<file path="config.mk">
export PLATFORM = sky130hd
export DESIGN_NAME = stream_prefetcher
export DESIGN_NICKNAME = d
export VERILOG_FILES = /design/src/rtl/stream_prefetcher.sv
export SDC_FILE = /design/constraint.sdc
export NUM_CORES = 1
export LEC_CHECK = 0
export CORE_AREA = 4 4 430 432
export DETAILED_ROUTE_END_ITERATION = 10
export DIE_AREA = 0 0 434 436
export PLACE_DENSITY_LB_ADDON = 0.3
export SETUP_SLACK_MARGIN = 0.15
export SYNTH_ARGS = -nofsm -noshare
export SYNTH_HDL_FRONTEND = slang
export SYNTH_SLANG_ARGS = --single-unit
export TNS_END_PERCENT = 5
</file>
<file path="constraint.sdc">
create_clock -name clk -period 34.2 [get_ports clk]
set_input_delay 3.42 -clock clk [delete_from_list [all_inputs] [get_ports clk]]
set_output_delay 3.42 -clock clk [all_outputs]
set_load 0.01 [all_outputs]
</file>
<file path="src/rtl/stream_prefetcher.sv">
`default_nettype none
// ============================================================================
// Module   : stream_prefetcher
// Brief    : Sequential-stream prefetcher between the L1 miss port and L2, with
//            a small fully-associative buffer of prefetched lines. Optional
//            hit/issue/useless counters are enabled by PREFETCH_STATS_EN.
// Revision : 1.0 - initial release
// ============================================================================
module stream_prefetcher #(
    parameter int ADDR_W     = 32,
    parameter int LINE_BYTES = 32,
    parameter int DATA_W     = 256,
    parameter int DEPTH      = 2,
    parameter int PAGE_BYTES = 4096
) (
    input  logic              clk,
    input  logic              rst,
    input  logic              l1_mem_read,
    input  logic              l1_mem_write,
    input  logic [ADDR_W-1:0] l1_mem_address,
    input  logic [DATA_W-1:0] l1_mem_wdata,
    output logic              l1_mem_resp,
    output logic [DATA_W-1:0] l1_mem_rdata,
    output logic              l2_mem_read,
    output logic              l2_mem_write,
    output logic [ADDR_W-1:0] l2_mem_address,
    output logic [DATA_W-1:0] l2_mem_wdata,
    input  logic              l2_mem_resp,
    input  logic [DATA_W-1:0] l2_mem_rdata
`ifdef PREFETCH_STATS_EN
    ,
    output logic [31:0]       stat_hits,
    output logic [31:0]       stat_issued,
    output logic [31:0]       stat_useless
`endif
);

    localparam int c_off_w = $clog2(LINE_BYTES);
    localparam int c_tag_w = ADDR_W - c_off_w;
    localparam int c_cnt_w = $clog2(DEPTH + 1);
    localparam int c_idx_w = (DEPTH > 1) ? $clog2(DEPTH) : 1;
    localparam logic [c_cnt_w-1:0] c_depth_cnt = c_cnt_w'(DEPTH);
    localparam logic [c_cnt_w-1:0] c_cnt_one   = c_cnt_w'(1);
    localparam logic [c_tag_w-1:0] c_tag_one   = c_tag_w'(1);
    // Line-index bits that select a line within a page.
    localparam logic [c_tag_w-1:0] c_pg_mask   = c_tag_w'(PAGE_BYTES / LINE_BYTES - 1);

    typedef enum logic [1:0] {
        ST_IDLE     = 2'd0,
        ST_DEMAND   = 2'd1,
        ST_WRITE    = 2'd2,
        ST_PREFETCH = 2'd3
    } state_t;

    state_t               r_state;
    logic [DEPTH-1:0]     r_valid;
    logic [c_tag_w-1:0]   r_tag  [DEPTH];
    logic [DATA_W-1:0]    r_data [DEPTH];
    logic [c_tag_w-1:0]   r_pf_tag;
    logic [c_cnt_w-1:0]   r_pf_cnt;
    logic [c_idx_w-1:0]   r_alloc;

    logic [c_tag_w-1:0]   w_l1_tag;
    logic [DEPTH-1:0]     w_hit_vec;
    logic                 w_hit;
    logic [c_idx_w-1:0]   w_hit_idx;
    logic                 w_free_any;
    logic [c_idx_w-1:0]   w_free_idx;
    logic [c_tag_w-1:0]   w_dem_next_tag;
    logic                 w_dem_cross;
    logic [c_tag_w-1:0]   w_pf_next_tag;
    logic                 w_pf_cross;
    logic [ADDR_W-1:0]    w_pf_addr;

    assign w_l1_tag       = l1_mem_address[ADDR_W-1:c_off_w];
    assign w_dem_next_tag = w_l1_tag + c_tag_one;
    assign w_pf_next_tag  = r_pf_tag + c_tag_one;
    assign w_pf_addr      = {r_pf_tag, {c_off_w{1'b0}}};
    // Next line starting a page means the stream would leave the current page.
    assign w_dem_cross    = ((w_dem_next_tag & c_pg_mask) == '0);
    assign w_pf_cross     = ((w_pf_next_tag & c_pg_mask) == '0);

    // Descending scan leaves the lowest matching / free index selected.
    always_comb begin
        w_hit_vec  = '0;
        w_hit      = 1'b0;
        w_hit_idx  = '0;
        w_free_any = 1'b0;
        w_free_idx = '0;
        for (int i = DEPTH - 1; i >= 0; i--) begin
            if (r_valid[i] && (r_tag[i] == w_l1_tag)) begin
                w_hit_vec[i] = 1'b1;
                w_hit        = 1'b1;
                w_hit_idx    = c_idx_w'(i);
            end
            if (!r_valid[i]) begin
                w_free_any = 1'b1;
                w_free_idx = c_idx_w'(i);
            end
        end
    end

    always_ff @(posedge clk) begin
        if (rst) begin
            r_state  <= ST_IDLE;
            r_valid  <= '0;
            r_pf_tag <= '0;
            r_pf_cnt <= '0;
            r_alloc  <= '0;
        end else begin
            case (r_state)
                ST_IDLE: begin
                    if (l1_mem_read) begin
                        if (w_hit) begin
                            r_valid <= r_valid & ~w_hit_vec;
                            if (r_pf_cnt != c_depth_cnt) begin
                                r_pf_cnt <= r_pf_cnt + c_cnt_one;
                            end
                        end else begin
                            r_valid <= '0;
                            r_state <= ST_DEMAND;
                        end
                    end else if (l1_mem_write) begin
                        r_valid <= r_valid & ~w_hit_vec;
                        r_state <= ST_WRITE;
                    end else if ((r_pf_cnt != '0) && w_free_any) begin
                        r_alloc <= w_free_idx;
                        r_state <= ST_PREFETCH;
                    end
                end
                ST_DEMAND: begin
                    if (l2_mem_resp) begin
                        r_pf_tag <= w_dem_next_tag;
                        r_pf_cnt <= w_dem_cross ? '0 : c_depth_cnt;
                        r_state  <= ST_IDLE;
                    end
                end
                ST_WRITE: begin
                    if (l2_mem_resp) begin
                        r_state <= ST_IDLE;
                    end
                end
                ST_PREFETCH: begin
                    if (l2_mem_resp) begin
                        r_valid[r_alloc] <= 1'b1;
                        r_pf_tag         <= w_pf_next_tag;
                        r_pf_cnt         <= w_pf_cross ? '0 : (r_pf_cnt - c_cnt_one);
                        r_state          <= ST_IDLE;
                    end
                end
                default: r_state <= ST_IDLE;
            endcase
        end
    end

    // Payload needs no reset: it is only observable through a valid entry.
    always_ff @(posedge clk) begin
        if ((r_state == ST_PREFETCH) && l2_mem_resp) begin
            r_tag[r_alloc]  <= r_pf_tag;
            r_data[r_alloc] <= l2_mem_rdata;
        end
    end

    always_comb begin
        l1_mem_resp    = 1'b0;
        l1_mem_rdata   = '0;
        l2_mem_read    = 1'b0;
        l2_mem_write   = 1'b0;
        l2_mem_address = '0;
        l2_mem_wdata   = '0;
        case (r_state)
            ST_IDLE: begin
                if (l1_mem_read && w_hit) begin
                    l1_mem_resp  = 1'b1;
                    l1_mem_rdata = r_data[w_hit_idx];
                end
            end
            ST_DEMAND: begin
                l2_mem_read    = 1'b1;
                l2_mem_address = l1_mem_address;
                l1_mem_resp    = l2_mem_resp;
                l1_mem_rdata   = l2_mem_rdata;
            end
            ST_WRITE: begin
                l2_mem_write   = 1'b1;
                l2_mem_address = l1_mem_address;
                l2_mem_wdata   = l1_mem_wdata;
                l1_mem_resp    = l2_mem_resp;
            end
            ST_PREFETCH: begin
                l2_mem_read    = 1'b1;
                l2_mem_address = w_pf_addr;
            end
            default: ;
        endcase
    end

`ifdef PREFETCH_STATS_EN
    logic [31:0] r_stat_hits;
    logic [31:0] r_stat_issued;
    logic [31:0] r_stat_useless;
    logic [31:0] w_useless_inc;
    logic [32:0] w_useless_sum;

    // Entries thrown away unused: whole buffer on a new stream, one on a write hit.
    always_comb begin
        w_useless_inc = '0;
        if (r_state == ST_IDLE) begin
            if (l1_mem_read && !w_hit) begin
                for (int i = 0; i < DEPTH; i++) begin
                    w_useless_inc = w_useless_inc + {31'd0, r_valid[i]};
                end
            end else if (!l1_mem_read && l1_mem_write && w_hit) begin
                w_useless_inc = 32'd1;
            end
        end
    end

    assign w_useless_sum = {1'b0, r_stat_useless} + {1'b0, w_useless_inc};

    always_ff @(posedge clk) begin
        if (rst) begin
            r_stat_hits    <= '0;
            r_stat_issued  <= '0;
            r_stat_useless <= '0;
        end else begin
            if ((r_state == ST_IDLE) && l1_mem_read && w_hit && (r_stat_hits != '1)) begin
                r_stat_hits <= r_stat_hits + 32'd1;
            end
            if ((r_state == ST_PREFETCH) && l2_mem_resp && (r_stat_issued != '1)) begin
                r_stat_issued <= r_stat_issued + 32'd1;
            end
            r_stat_useless <= w_useless_sum[32] ? '1 : w_useless_sum[31:0];
        end
    end

    assign stat_hits    = r_stat_hits;
    assign stat_issued  = r_stat_issued;
    assign stat_useless = r_stat_useless;
`endif

endmodule
`default_nettype wire

</file>
==> impl_metrics.json <==
{
  "synth_top_area_share": 0.605,
  "groute.usage.overall": 0.175,
  "clock_tree.buffer_depth": 3,
  "fraction_of_synthesized_area_in_multiplexers": 0.0950,
  "drc_errors": 0,
  "synth_top_family_by_area": "simple AND/OR/NAND/NOR gates",
  "place.detailed.instances": 5599,
  "cp-end-kind": "output pin",
  "post_drt_wl_per_cell_um": 29.9,
  "ffs_latches_synth": 600,
  "total_half_perimeter_wirelength_after_legalization_and_detailed_placement_um": 138000,
  "detailedRoute.firstPassIterationCount": 7,
  "clock_tree_from_tritoncts": "built",
  "timing.rr.start": "r_state[1]$_SDFFE_PP0P_",
  "viasPerCell": 3.98,
  "yosys.area_share.xor_xnor": 0.0240,
  "worst_min_path_start": "r_pf_cnt[0]$_SDFFE_PP0P_",
  "path_class": "input port to output pin",
  "num-nets-final": 3866,
  "critical_path_peak_fanout": 65,
  "biggest_cell_delay_along_the_critical_path_ps": 950,
  "cap_violations": 0,
  "worstSetupStartpoint": "l1_mem_address[16]",
  "synth-edff-count": 566,
  "nFillCells": 19100,
  "cts_hold_repair.buffers": 0,
  "area_growth_pct": 55.6,
  "maxClockFrequency_ghz": 0.0748,
  "timing_max_transition_violations_final": 0,
  "cts_inserted_buffers": 75,
  "coreArea_um2": 181000,
  "post_synth_inst_count": 2267,
  "grt_start_max_net_pins": 154,
  "hold_viol": 0,
  "max_slew_margin": 0.186,
  "setup.reg_to_reg.worst_slack_ps": 29390,
  "clock-root-buffer": "clkbuf_16",
  "cts.clk_slew.worst_paths_ps": 50,
  "crit_required_ps": 30780,
  "critical-path-slowest-cell": "buf_4",
  "synth-simple-area-share": 0.136,
  "numClockSinks": 600,
  "io-pin-count": 1096,
  "die_width_um": 434,
  "timing.critical_path.arrival_ps": 9950,
  "timing.hold.ws_ps": 508,
  "synth_compound_gate_area_share": 0.0761,
  "timing.critical_path.from_type": "input port",
  "finalWorstSetupSlack_ps": 20830,
  "worst_skew_pair.late_latency_ps": 680,
  "clock_tree.htree_level_count": 3,
  "dieHeight_um": 436,
  "finalCoreUtilization": 0.242,
  "power_leakage_nw": 15.6,
  "peakVddDrop_v": 0.0000318,
  "vias_in_the_first_global_route": 23100,
  "layout.cell_area.non_filler_um2": 43700,
  "cp_cell_sequence": "clkdlybuf4s50_1 > xor2_1 > nor4_1 > nand4_1 > o211ai_4 > buf_4 > buf_4 > buf_4 > mux2i_1 > o21ai_1 > clkdlybuf4s50_1",
  "synth_async_sr_flop_share": 0,
  "finalCritPeriodShare": 0.391,
  "setup_violations": 0,
  "dp_worst_setup_slack_ps": 20810,
  "combined_area_of_all_synthesized_cells_um2": 28100,
  "synth.top_cells.by_area": "edfxtp_1, mux2i_1, and2_1, o21ai_1, nand2_1",
  "gp_congestion": 0.965,
  "fin_crit_ps": 13370,
  "ys.warnings.count": 0,
  "grt_overflow_total": 0,
  "outcome": "finished clean",
  "post_cts.resized_instances": 0,
  "post_cts_buffers": 0,
  "design.die.area_um2": 189000,
  "rsz_0062_raised_after_global_routing": "false",
  "layoutNonFillerInstCount": 5760,
  "cp_common_cell": "buf_4",
  "synth.avg_cell_area_um2": 12.4,
  "hold_path_class": "flip-flop to flip-flop",
  "tightestPinTransition_ps": 1220,
  "final_layout_size_suffix_gt1_frac": 0.0434,
  "synth_fa_ha_area_frac": 0.00490,
  "yosysUniqueCellTypes": 58,
  "setup-tns-final_ps": 0,
  "most_area_hungry_cell_type_in_the_yosys_netlist": "edfxtp_1",
  "effective_utilization_at_floorplan": 0.156,
  "synth_seq_area_share": 0.629,
  "number_of_antenna_violations_at_the_first_check_in_global_routing": 82,
  "dr_total_vias": 22900,
  "dominantRegCellSynth": "edfxtp_1",
  "place_area_um2": 41400,
  "global_route_wire_length_before_repair_um": 223000,
  "placement_rows": 156,
  "worst_clock_skew_ps": 27.5,
  "mappedNetlistNets": 2827,
  "finalPower_mw": 2.14,
  "postRouteAntennaNets": 0,
  "wl_um": 172000,
  "first_iter_violations": 1543,
  "power.density_nw_per_um2": 48.8,
  "place.port_buffers": 1095
}
final timing paths:
path	endpoint	cells after the start
worst max register to register	r_data[0][50]$_DFFE_PP_	7
worst max-delay path	l1_mem_rdata[246]	11
worst min register to register	r_pf_cnt[0]$_SDFFE_PP0P_	2
worst min-delay path	r_pf_cnt[0]$_SDFFE_PP0P_	2
kinds of logic (layout without fill, tap and decap cells):
logic type,count (synthesis),in the layout
adders and majority gates,11,11
buffers and inverters,177,1271
other,0,29
DFF,600,600
xor gates and xnor gates,77,77
AOI/OAI and AO/OA,382,382
and+or+nand+nor,754,754
muxes,266,266
final cells by class:
class / instances / area, µm² / area share
antenna: 29 / 72.6 / 0.00166
clock buffer: 94 / 1970 / 0.0450
clock inverter: 38 / 300 / 0.00687
inverter: 15 / 56.3 / 0.00129
multi-input combinational: 1490 / 9480 / 0.217
sequential: 600 / 17700 / 0.404
tap: 2370 / 2970 / 0.0678
timing repair buffer: 1124 / 11200 / 0.256
cells in the mapped netlist (2+ instances only):
cell type,count
and2_1,265
a221oi_1,2
and4b_1,2
inv_1,15
or2_2,2
and4_1,3
o21bai_1,4
mux2i_1,262
nor3_1,16
xor2_1,45
nor4_4,2
a21oi_1,23
o22ai_1,6
ha_1,11
buf_8,20
o21ai_1,241
nand3_1,32
a21boi_0,3
nand4_1,13
a211o_1,2
mux2_2,4
o21a_1,7
a21o_1,2
buf_2,32
a211oi_1,5
edfxtp_1,566
clkbuf_1,101
dfxtp_1,34
a22oi_1,37
nor2_1,66
nand2b_1,5
nor2b_1,2
nor4_1,22
or3_1,2
and3_1,8
buf_4,2
xnor2_1,32
o21ai_0,35
buf_6,7
nand2_1,306
a31oi_1,6
routing by layer:
| layer | wire [µm] | global-route usage | vias to the layer above |
|---|---|---|---|
| li1 | - | - | 10300 |
| met1 | 77900 | 0.238 | 11400 |
| met2 | 77000 | 0.274 | 963 |
| met3 | 12400 | 0.0475 | 222 |
| met4 | 4600 | 0.0446 | 32 |
| met5 | 234 | 0 | - |
flip-flops by register name, indices dropped and copies added (netlist names):
signal,flops
r_state,2
r_pf_tag,27
r_tag,54
r_data,512
r_alloc,1
r_valid,2
r_pf_cnt,2
worst max-delay path: cells and delay by family:
family | cells | cell delay [ps]
mux | 1 | 220
compound gates | 2 | 1090
buf+inv | 5 | 3640
simple gates | 2 | 1070
xor+xnor | 1 | 260
layout by cell type (no fill, tap or decap), types with 22 or more instances in the layout:
| cell type | netlist | routed |
|---|---|---|
| and2_1 | 265 | 265 |
| nor2_1 | 66 | 64 |
| clkbuf_16 | 0 | 76 |
| edfxtp_1 | 566 | 566 |
| clkdlybuf4s50_1 | 0 | 1095 |
| diode_2 | 0 | 29 |
| nand2_1 | 306 | 306 |
| o21ai_1 | 241 | 241 |
| xnor2_1 | 32 | 32 |
| dfxtp_1 | 34 | 34 |
| mux2i_1 | 262 | 262 |
| o21ai_0 | 35 | 35 |
| nand3_1 | 32 | 32 |
| nor4_1 | 22 | 22 |
| a22oi_1 | 37 | 37 |
| buf_4 | 2 | 27 |
| a21oi_1 | 23 | 23 |
| xor2_1 | 45 | 45 |
where the power goes:
group	leakage (nW)	total, mW	switching, mW	internal, mW
clock	1.08	0.744	0.325	0.419
sequential	5.37	0.837	0.0139	0.823
combinational	9.20	0.554	0.302	0.253
total	15.6	2.14	0.641	1.49
No activity file was read; power rests on OpenSTA's default activity.
